<file path="config.mk">
export PLATFORM = sky130hd
export DESIGN_NAME = matrix_pwm
export DESIGN_NICKNAME = d
export VERILOG_FILES = /design/src/rtl/matrix_pkg.sv /design/src/rtl/matrix_fb.sv /design/src/rtl/matrix_pwm.sv
export SDC_FILE = /design/constraint.sdc
export NUM_CORES = 1
export LEC_CHECK = 0
export CAP_MARGIN = 10
export CORE_UTILIZATION = 43
export DETAILED_ROUTE_END_ITERATION = 10
export GPL_TIMING_DRIVEN = 0
export SYNTH_ARGS = -nofsm -noshare
export SYNTH_HDL_FRONTEND = slang
export SYNTH_SLANG_ARGS = --single-unit
</file>
<file path="constraint.sdc">
create_clock -name clk -period 2.4 [get_ports clk]
set_input_delay 0.48 -clock clk [delete_from_list [all_inputs] [get_ports clk]]
set_output_delay 0.48 -clock clk [all_outputs]
set_load 0.01 [all_outputs]
</file>
<file path="src/rtl/matrix_pkg.sv">
`default_nettype none
// ============================================================================
//  Module      : matrix_pkg
//  Description : Shared types and sizing helpers for the matrix_pwm driver.
//  Revision    : 1.0 - initial release
// ============================================================================
package matrix_pkg;

  // Scan phase within one row period.
  typedef enum logic {
    BLANK = 1'b0,
    PWM   = 1'b1
  } phase_t;

  // Counter width for a range of n values; never narrower than 1 bit.
  function automatic int cw(input int n);
    return (n > 1) ? $clog2(n) : 1;
  endfunction

  // Pixel address width.
  function automatic int addr_w(input int rows, input int cols);
    return cw(rows * cols);
  endfunction

  // Clocks per row period: blanking plus every PWM step.
  function automatic int row_period(input int bpp, input int slot_clks, input int blank_clks);
    return blank_clks + (1 << bpp) * slot_clks;
  endfunction

  // Clocks per frame while scanning continuously.
  function automatic int frame_clks(input int rows, input int bpp, input int slot_clks,
                                    input int blank_clks);
    return rows * row_period(bpp, slot_clks, blank_clks);
  endfunction

endpackage
`default_nettype wire

</file>
<file path="src/rtl/matrix_fb.sv">
`default_nettype none
// ============================================================================
//  Module      : matrix_fb
//  Description : Double-buffered pixel store. Host writes the back bank, the
//                scanner reads one full row of the front bank.
//  Revision    : 1.0 - initial release
// ============================================================================
module matrix_fb
  import matrix_pkg::*;
#(
  parameter int ROWS = 4,
  parameter int COLS = 4,
  parameter int BPP  = 4
) (
  input  logic                           clk,
  input  logic                           resetn,
  input  logic                           wr_en,
  input  logic [addr_w(ROWS, COLS)-1:0]  wr_addr,
  input  logic [BPP-1:0]                 wr_data,
  input  logic                           swap,
  input  logic [cw(ROWS)-1:0]            rd_row,
  output logic [COLS*BPP-1:0]            rd_data
);

  localparam int AW = addr_w(ROWS, COLS);

  // One packed word per row keeps the scanner read a simple row select.
  logic [COLS*BPP-1:0] bank_a [ROWS];
  logic [COLS*BPP-1:0] bank_b [ROWS];
  // sel=0: A is front, B is back. sel=1: B is front, A is back.
  logic                sel;

  // Bank storage, write port and front/back select. Addresses past the
  // last pixel match no entry and are dropped.
  always_ff @(posedge clk or negedge resetn) begin
    if (!resetn) begin
      sel <= 1'b0;
      for (int r = 0; r < ROWS; r++) begin
        bank_a[r] <= '0;
        bank_b[r] <= '0;
      end
    end else begin
      if (swap) begin
        sel <= ~sel;
      end
      for (int r = 0; r < ROWS; r++) begin
        for (int c = 0; c < COLS; c++) begin
          if (wr_en && (wr_addr == AW'(r * COLS + c))) begin
            if (sel) begin
              bank_a[r][c*BPP +: BPP] <= wr_data;
            end else begin
              bank_b[r][c*BPP +: BPP] <= wr_data;
            end
          end
        end
      end
    end
  end

  assign rd_data = sel ? bank_b[rd_row] : bank_a[rd_row];

endmodule
`default_nettype wire

</file>
<file path="src/rtl/matrix_pwm.sv">
`default_nettype none
// ============================================================================
//  Module      : matrix_pwm
//  Description : Row-scanned LED matrix driver with per-pixel grey-scale PWM,
//                row blanking and a tear-free double-buffered framebuffer.
//  Revision    : 1.0 - initial release
// ============================================================================
module matrix_pwm
  import matrix_pkg::*;
#(
  parameter int ROWS       = 4,
  parameter int COLS       = 4,
  parameter int BPP        = 4,
  parameter int SLOT_CLKS  = 16,
  parameter int BLANK_CLKS = 8
) (
  input  logic                           clk,
  input  logic                           resetn,
  input  logic                           en,
  input  logic                           wr_en,
  input  logic [addr_w(ROWS, COLS)-1:0]  wr_addr,
  input  logic [BPP-1:0]                 wr_data,
  input  logic                           swap_req,
  output logic                           swap_ack,
  output logic                           frame_start,
  output logic [ROWS-1:0]                row,
  output logic [COLS-1:0]                col
);

  localparam int RW = cw(ROWS);
  localparam int BW = cw(BLANK_CLKS);
  localparam int SW = cw(SLOT_CLKS);

  localparam logic [RW-1:0]  ROW_LAST   = RW'(ROWS - 1);
  localparam logic [BW-1:0]  BLANK_LAST = BW'(BLANK_CLKS - 1);
  localparam logic [SW-1:0]  SLOT_LAST  = SW'(SLOT_CLKS - 1);
  localparam logic [BPP-1:0] PWM_LAST   = {BPP{1'b1}};

  phase_t         phase, phase_nx;
  logic [BW-1:0]  blank_cnt, blank_nx;
  logic [SW-1:0]  slot_cnt, slot_nx;
  logic [BPP-1:0] pwm_cnt, pwm_nx;
  logic [RW-1:0]  row_idx, row_nx;

  logic                pending;
  logic                swapped;
  logic                frame_first;
  logic                frame_last;
  logic                swap_fire;
  logic [COLS*BPP-1:0] row_data;
  logic [COLS-1:0]     col_pwm;

  assign frame_first = (phase == BLANK) && (blank_cnt == '0) && (row_idx == '0);
  assign frame_last  = (phase == PWM) && (row_idx == ROW_LAST) &&
                       (pwm_cnt == PWM_LAST) && (slot_cnt == SLOT_LAST);
  // A request arriving on the swap point itself is taken by that swap.
  assign swap_fire   = en && frame_last && (pending || swap_req);

  matrix_fb #(
    .ROWS (ROWS),
    .COLS (COLS),
    .BPP  (BPP)
  ) u_fb (
    .clk     (clk),
    .resetn  (resetn),
    .wr_en   (wr_en),
    .wr_addr (wr_addr),
    .wr_data (wr_data),
    .swap    (swap_fire),
    .rd_row  (row_idx),
    .rd_data (row_data)
  );

  // Scan state register: phase plus nested blank/slot/pwm/row counters.
  always_ff @(posedge clk or negedge resetn) begin
    if (!resetn) begin
      phase     <= BLANK;
      blank_cnt <= '0;
      slot_cnt  <= '0;
      pwm_cnt   <= '0;
      row_idx   <= '0;
    end else begin
      phase     <= phase_nx;
      blank_cnt <= blank_nx;
      slot_cnt  <= slot_nx;
      pwm_cnt   <= pwm_nx;
      row_idx   <= row_nx;
    end
  end

  // Next scan state; everything holds while the scan is disabled.
  always_comb begin
    phase_nx = phase;
    blank_nx = blank_cnt;
    slot_nx  = slot_cnt;
    pwm_nx   = pwm_cnt;
    row_nx   = row_idx;
    if (en) begin
      case (phase)
        BLANK: begin
          if (blank_cnt == BLANK_LAST) begin
            blank_nx = '0;
            phase_nx = PWM;
          end else begin
            blank_nx = blank_cnt + BW'(1);
          end
        end
        PWM: begin
          if (slot_cnt == SLOT_LAST) begin
            slot_nx = '0;
            if (pwm_cnt == PWM_LAST) begin
              pwm_nx   = '0;
              phase_nx = BLANK;
              row_nx   = (row_idx == ROW_LAST) ? '0 : row_idx + RW'(1);
            end else begin
              pwm_nx = pwm_cnt + BPP'(1);
            end
          end else begin
            slot_nx = slot_cnt + SW'(1);
          end
        end
        default: phase_nx = BLANK;
      endcase
    end
  end

  // Column sinks for the current step: a pixel conducts while its value
  // exceeds the PWM step, so value v lights for v of the 2^BPP steps.
  always_comb begin
    col_pwm = '1;
    for (int c = 0; c < COLS; c++) begin
      col_pwm[c] = ~(row_data[c*BPP +: BPP] > pwm_cnt);
    end
  end

  // Swap bookkeeping: pending collapses repeated requests; swapped holds
  // the acknowledge until it can be issued together with frame_start.
  always_ff @(posedge clk or negedge resetn) begin
    if (!resetn) begin
      pending <= 1'b0;
      swapped <= 1'b0;
    end else begin
      if (swap_fire) begin
        pending <= 1'b0;
      end else if (swap_req) begin
        pending <= 1'b1;
      end
      if (swap_fire) begin
        swapped <= 1'b1;
      end else if (en && frame_first) begin
        swapped <= 1'b0;
      end
    end
  end

  // Registered drive outputs, one clock behind the scan state.
  always_ff @(posedge clk or negedge resetn) begin
    if (!resetn) begin
      row         <= '0;
      col         <= '1;
      frame_start <= 1'b0;
      swap_ack    <= 1'b0;
    end else begin
      frame_start <= en && frame_first;
      swap_ack    <= en && frame_first && swapped;
      if (!en || (phase == BLANK)) begin
        row <= '0;
        col <= '1;
      end else begin
        row <= ROWS'(1) << row_idx;
        col <= col_pwm;
      end
    end
  end

endmodule
`default_nettype wire

</file>
==> summary.txt <==
Psw - 1.824 mW
post-route ant nets - 0
Final Cycle Share - 97.48%
Synth Area in Simple Gates - 6.824%
First-pass DRT Iterations - 4
layout net count - 609
share of layout cells above drive strength 1 - 43.32%
crit path cell chain - buf_8 > buf_12 > mux4_2 > mux2_2 > ha_1 > a21oi_2 > o22ai_2 > o221ai_2
part of the power in combinational logic - 14.0%
Tot GR Track Use - 21.40%
Critical Path AT - 2.68 ns
WP data required - 2.74 ns
Leakage - 3.909 nW
CP Depth - 8
Hold Crit Class - in -> async
cts bufs inserted - 17
wire length on met1 - 8.217 mm
crit path time final - 2.340 ns
vias - 4439
CTS tree - yes
first-pass GRT wire length - 27.78 mm
Synth Cell Area - 7462 um2
Worst-Skew Late Latency - 0.44 ns
largest cells by area after synthesis - dfrtp_1, mux2_2, mux4_2
RD Place Congestion - 0.8385
Main synth FF type - dfrtp_1
Slew headroom - 38.25%
post-DP HPWL - 12.11 mm
Mapped Nets - 556
Final Non-Filler Cells - 804
Synth cell types - 44
Clock Skews - 0.01545 ns
list of most frequent post-synthesis cells - dfrtp_1, mux2_2, mux4_2
CTS Sinks - 155
Antenna Cells - 0
CP endpoint - col[2]
RR Endpoint - col[2]
metal3 WL - 691 um
DRC viols - 0
die area - 17890 um2
largest area contributor in the netlist - dfrtp_1
Max Cap Viol - 0
crit path max-delay cell type - mux4_2
Post-synth ARST share - 100.0%
CP max FO - 10
Crit path largest cell delay - 0.55 ns
critical path capture point type - register
DR top layer - met4
core area - 16760 um2
number of synthesized register bits - 155
post-synthesis adder-cell area fraction - 4.192%
largest family of logic cells by synthesized area - multiplexers
Slew Viols, Final - 0
placed cells - 761
Rows - 47
reg2reg setup slack - 0.06 ns
Pwr Density - 772.1 nW/um2
internal power - 4.929 mW
register area share after synthesis - 52.05%
Clk pwr share - 39.2%
mux contribution to synthesized area - 32.08%
largest net degree at the start of global routing - 98
Die H - 133.7 um
syn avg cell area - 14.41 um2
Vias/cell - 5.521
DRT iter0 DRCs - 228
I/O Pins - 23
Final Hold Fails - 0
CP Launch Point - row_idx[0]
Compound-Gate Fraction of Synth Area - 2.129%
drt total wl - 17.52 mm
grt total ovfl - 0
htree depth - 4
root buf cell - clkbuf_16
EDFF count, synth - 0
Clk pin slew, worst setup/hold paths - 0.07 ns
post-synthesis cell count - 518
initial antenna violation count - 0
die width - 133.7 um
Synth Area in XOR/XNOR - 0.4695%
Worst R2R Start - row_idx[0]
Bufs on Longest Clock Path - 2
Synth warnings - 0
Worst Tran Pin Value - 0.9263 ns
Yosys top cell area share - 50.64%
CP Buf/Inv Count - 2
Setup-failing EPs final - 0
met2 WL post-DR - 8.343 mm
crit start category - register
port bufs - 22
fmax - 0.4274 GHz
outcome - complete, no violations
initial core utilization - 44.52%
Flop pwr share - 46.9%
reg2reg path depth - 8
Crit Path Class - reg -> reg
cell family with most CP delay - multiplexers
wire length per cell - 21.79 um
sw frac - 27.01%
area grow syn2layout - 17.22%
maximum vdd drop - 0.5379 mV
count leader, synth - dfrtp_1
vias in the first global route - 4740
post-route setup TNS - 0 ns
==> area by class of cell <==
| class | count | area [um2] |
|---|---|---|
| Buffer | 29 | 175.2 |
| Tap cell | 220 | 275.3 |
| Fill cell | 1422 | 8013 |
| Clock inverter | 15 | 157.7 |
| Inverter | 11 | 41.29 |
| Multi-Input combinational cell | 322 | 3447 |
| Sequential cell | 155 | 3886 |
| Timing Repair Buffer | 35 | 339.1 |
| Clock buffer | 17 | 425.4 |
==> worst register-to-register path, delay by kind of cell (launching register included) <==
kind / cells / cell delay [ns]
buffers and inverters: 2 / 0.30
multiplexers: 2 / 0.86
AO/OA/AOI/OAI: 3 / 0.40
flip-flops: 1 / 0.39
adder cells (fa/ha/maj): 1 / 0.32
==> stage by stage <==
step / cell area (um2) / total power [mW] / setup WS, ns / util (%) / hold slack, ns
after CTS: 8637 / 6.816 / 0.03163 / 51.53 / 0.1888
after floorplan: 7462 / 3.799 / 0.09855 / - / 0.1844
after global placement: 7958 / 4.088 / -5.310 / 47.48 / 0.4814
after detailed placement: 7986 / 4.152 / -0.6335 / 47.65 / 0.4901
final: 8747 / 6.753 / 0.06043 / 52.19 / 0.1408
after global routing: 8747 / 7.070 / -0.009819 / 52.19 / 0.2117
==> cell families (layout without fill, tap and decap cells) <==
| group | after synthesis | in the layout |
|---|---|---|
| compound gates | 25 | 25 |
| mux | 181 | 181 |
| simple gates | 87 | 87 |
| flops | 155 | 155 |
| xor+xnor | 4 | 4 |
| fa+ha+maj | 25 | 25 |
| buf+inv | 41 | 107 |
==> repair_timing <==
action | CTS | global route
buffers inserted | 2 | 10
setup endpoints to repair | 4 | 3
gates resized for setup | 18 | 7
cloned | 0 | 0
pin swaps | 1 | 1
endpoints found under the hold margin | 0 | 0
hold buffers | 0 | 0
==> power groups by stage <==
stage	clock network, mW	registers, mW	logic (mW)
2_1_floorplan	0	3.15	0.651
3_3_place_gp	0	3.19	0.899
3_5_place_dp	0	3.21	0.944
4_1_cts	2.70	3.16	0.952
5_1_grt	2.82	3.20	1.04
6_report	2.65	3.16	0.944
==> per-layer routing <==
metal  global-route usage (%)  vias to the layer above
met1                    29.60                     2326
li1                         -                     2013
met2                    33.62                       76
met4                    7.071                        0
met5                        0                        -
met3                    4.452                       24
==> flip-flops by register name, indices dropped and copies added (netlist names) <==
name         flops
blank_cnt        3
pending          1
u_fb.bank_b     64
u_fb.bank_a     64
swap_ack         1
col              4
frame_start      1
pwm_cnt          4
phase            1
row              4
u_fb.sel         1
swapped          1
slot_cnt         4
row_idx          2
==> layout by cell type (no fill, tap or decap), types with 2 or more instances in the layout <==
cell             synthesis  final
dfstp_2                  4      4
dfrtp_2                  0      2
nand3b_1                 2      2
nor2_1                  16     16
mux2i_1                  4      4
o41ai_1                  2      2
o211ai_1                 3      3
buf_4                    2     14
and3_1                   4      4
mux2_2                 145    144
o21ai_0                  3      3
a21oi_1                  9      8
dfrtp_1                151    149
buf_2                    6      3
nand2_1                 24     24
nand4_1                  7      7
clkbuf_16                0     17
inv_8                    0      3
and4bb_2                 3      3
nor3b_2                  2      2
clkinv_4                 0      4
clkbuf_1                20     17
mux4_2                  32     32
nand4b_1                 2      2
buf_12                   0      2
or3_1                    2      2
inv_1                   11     11
xnor2_1                  3      3
a21o_1                   3      3
inv_6                    0      5
nor2b_1                  7      7
and2b_1                  3      3
clkbuf_4                 0      3
clkinvlp_4               0      2
nand2b_1                 5      5
clkdlybuf4s50_1          0     21
ha_1                    25     24
==> worst min-delay path by stage <==
stage,from,endpoint,slack [ns],depth (start not counted)
5_1_grt,resetn,u_fb.bank_b[19],0.21,1
6_report,resetn,u_fb.bank_b[18],0.14,1
2_1_floorplan,resetn,blank_cnt[0],0.18,0
4_1_cts,resetn,u_fb.bank_b[18],0.19,1
3_5_place_dp,u_fb.bank_a[52],u_fb.bank_a[52],0.49,1
3_3_place_gp,blank_cnt[2],swap_ack,0.48,1
(Power assumes the default switching activity.)
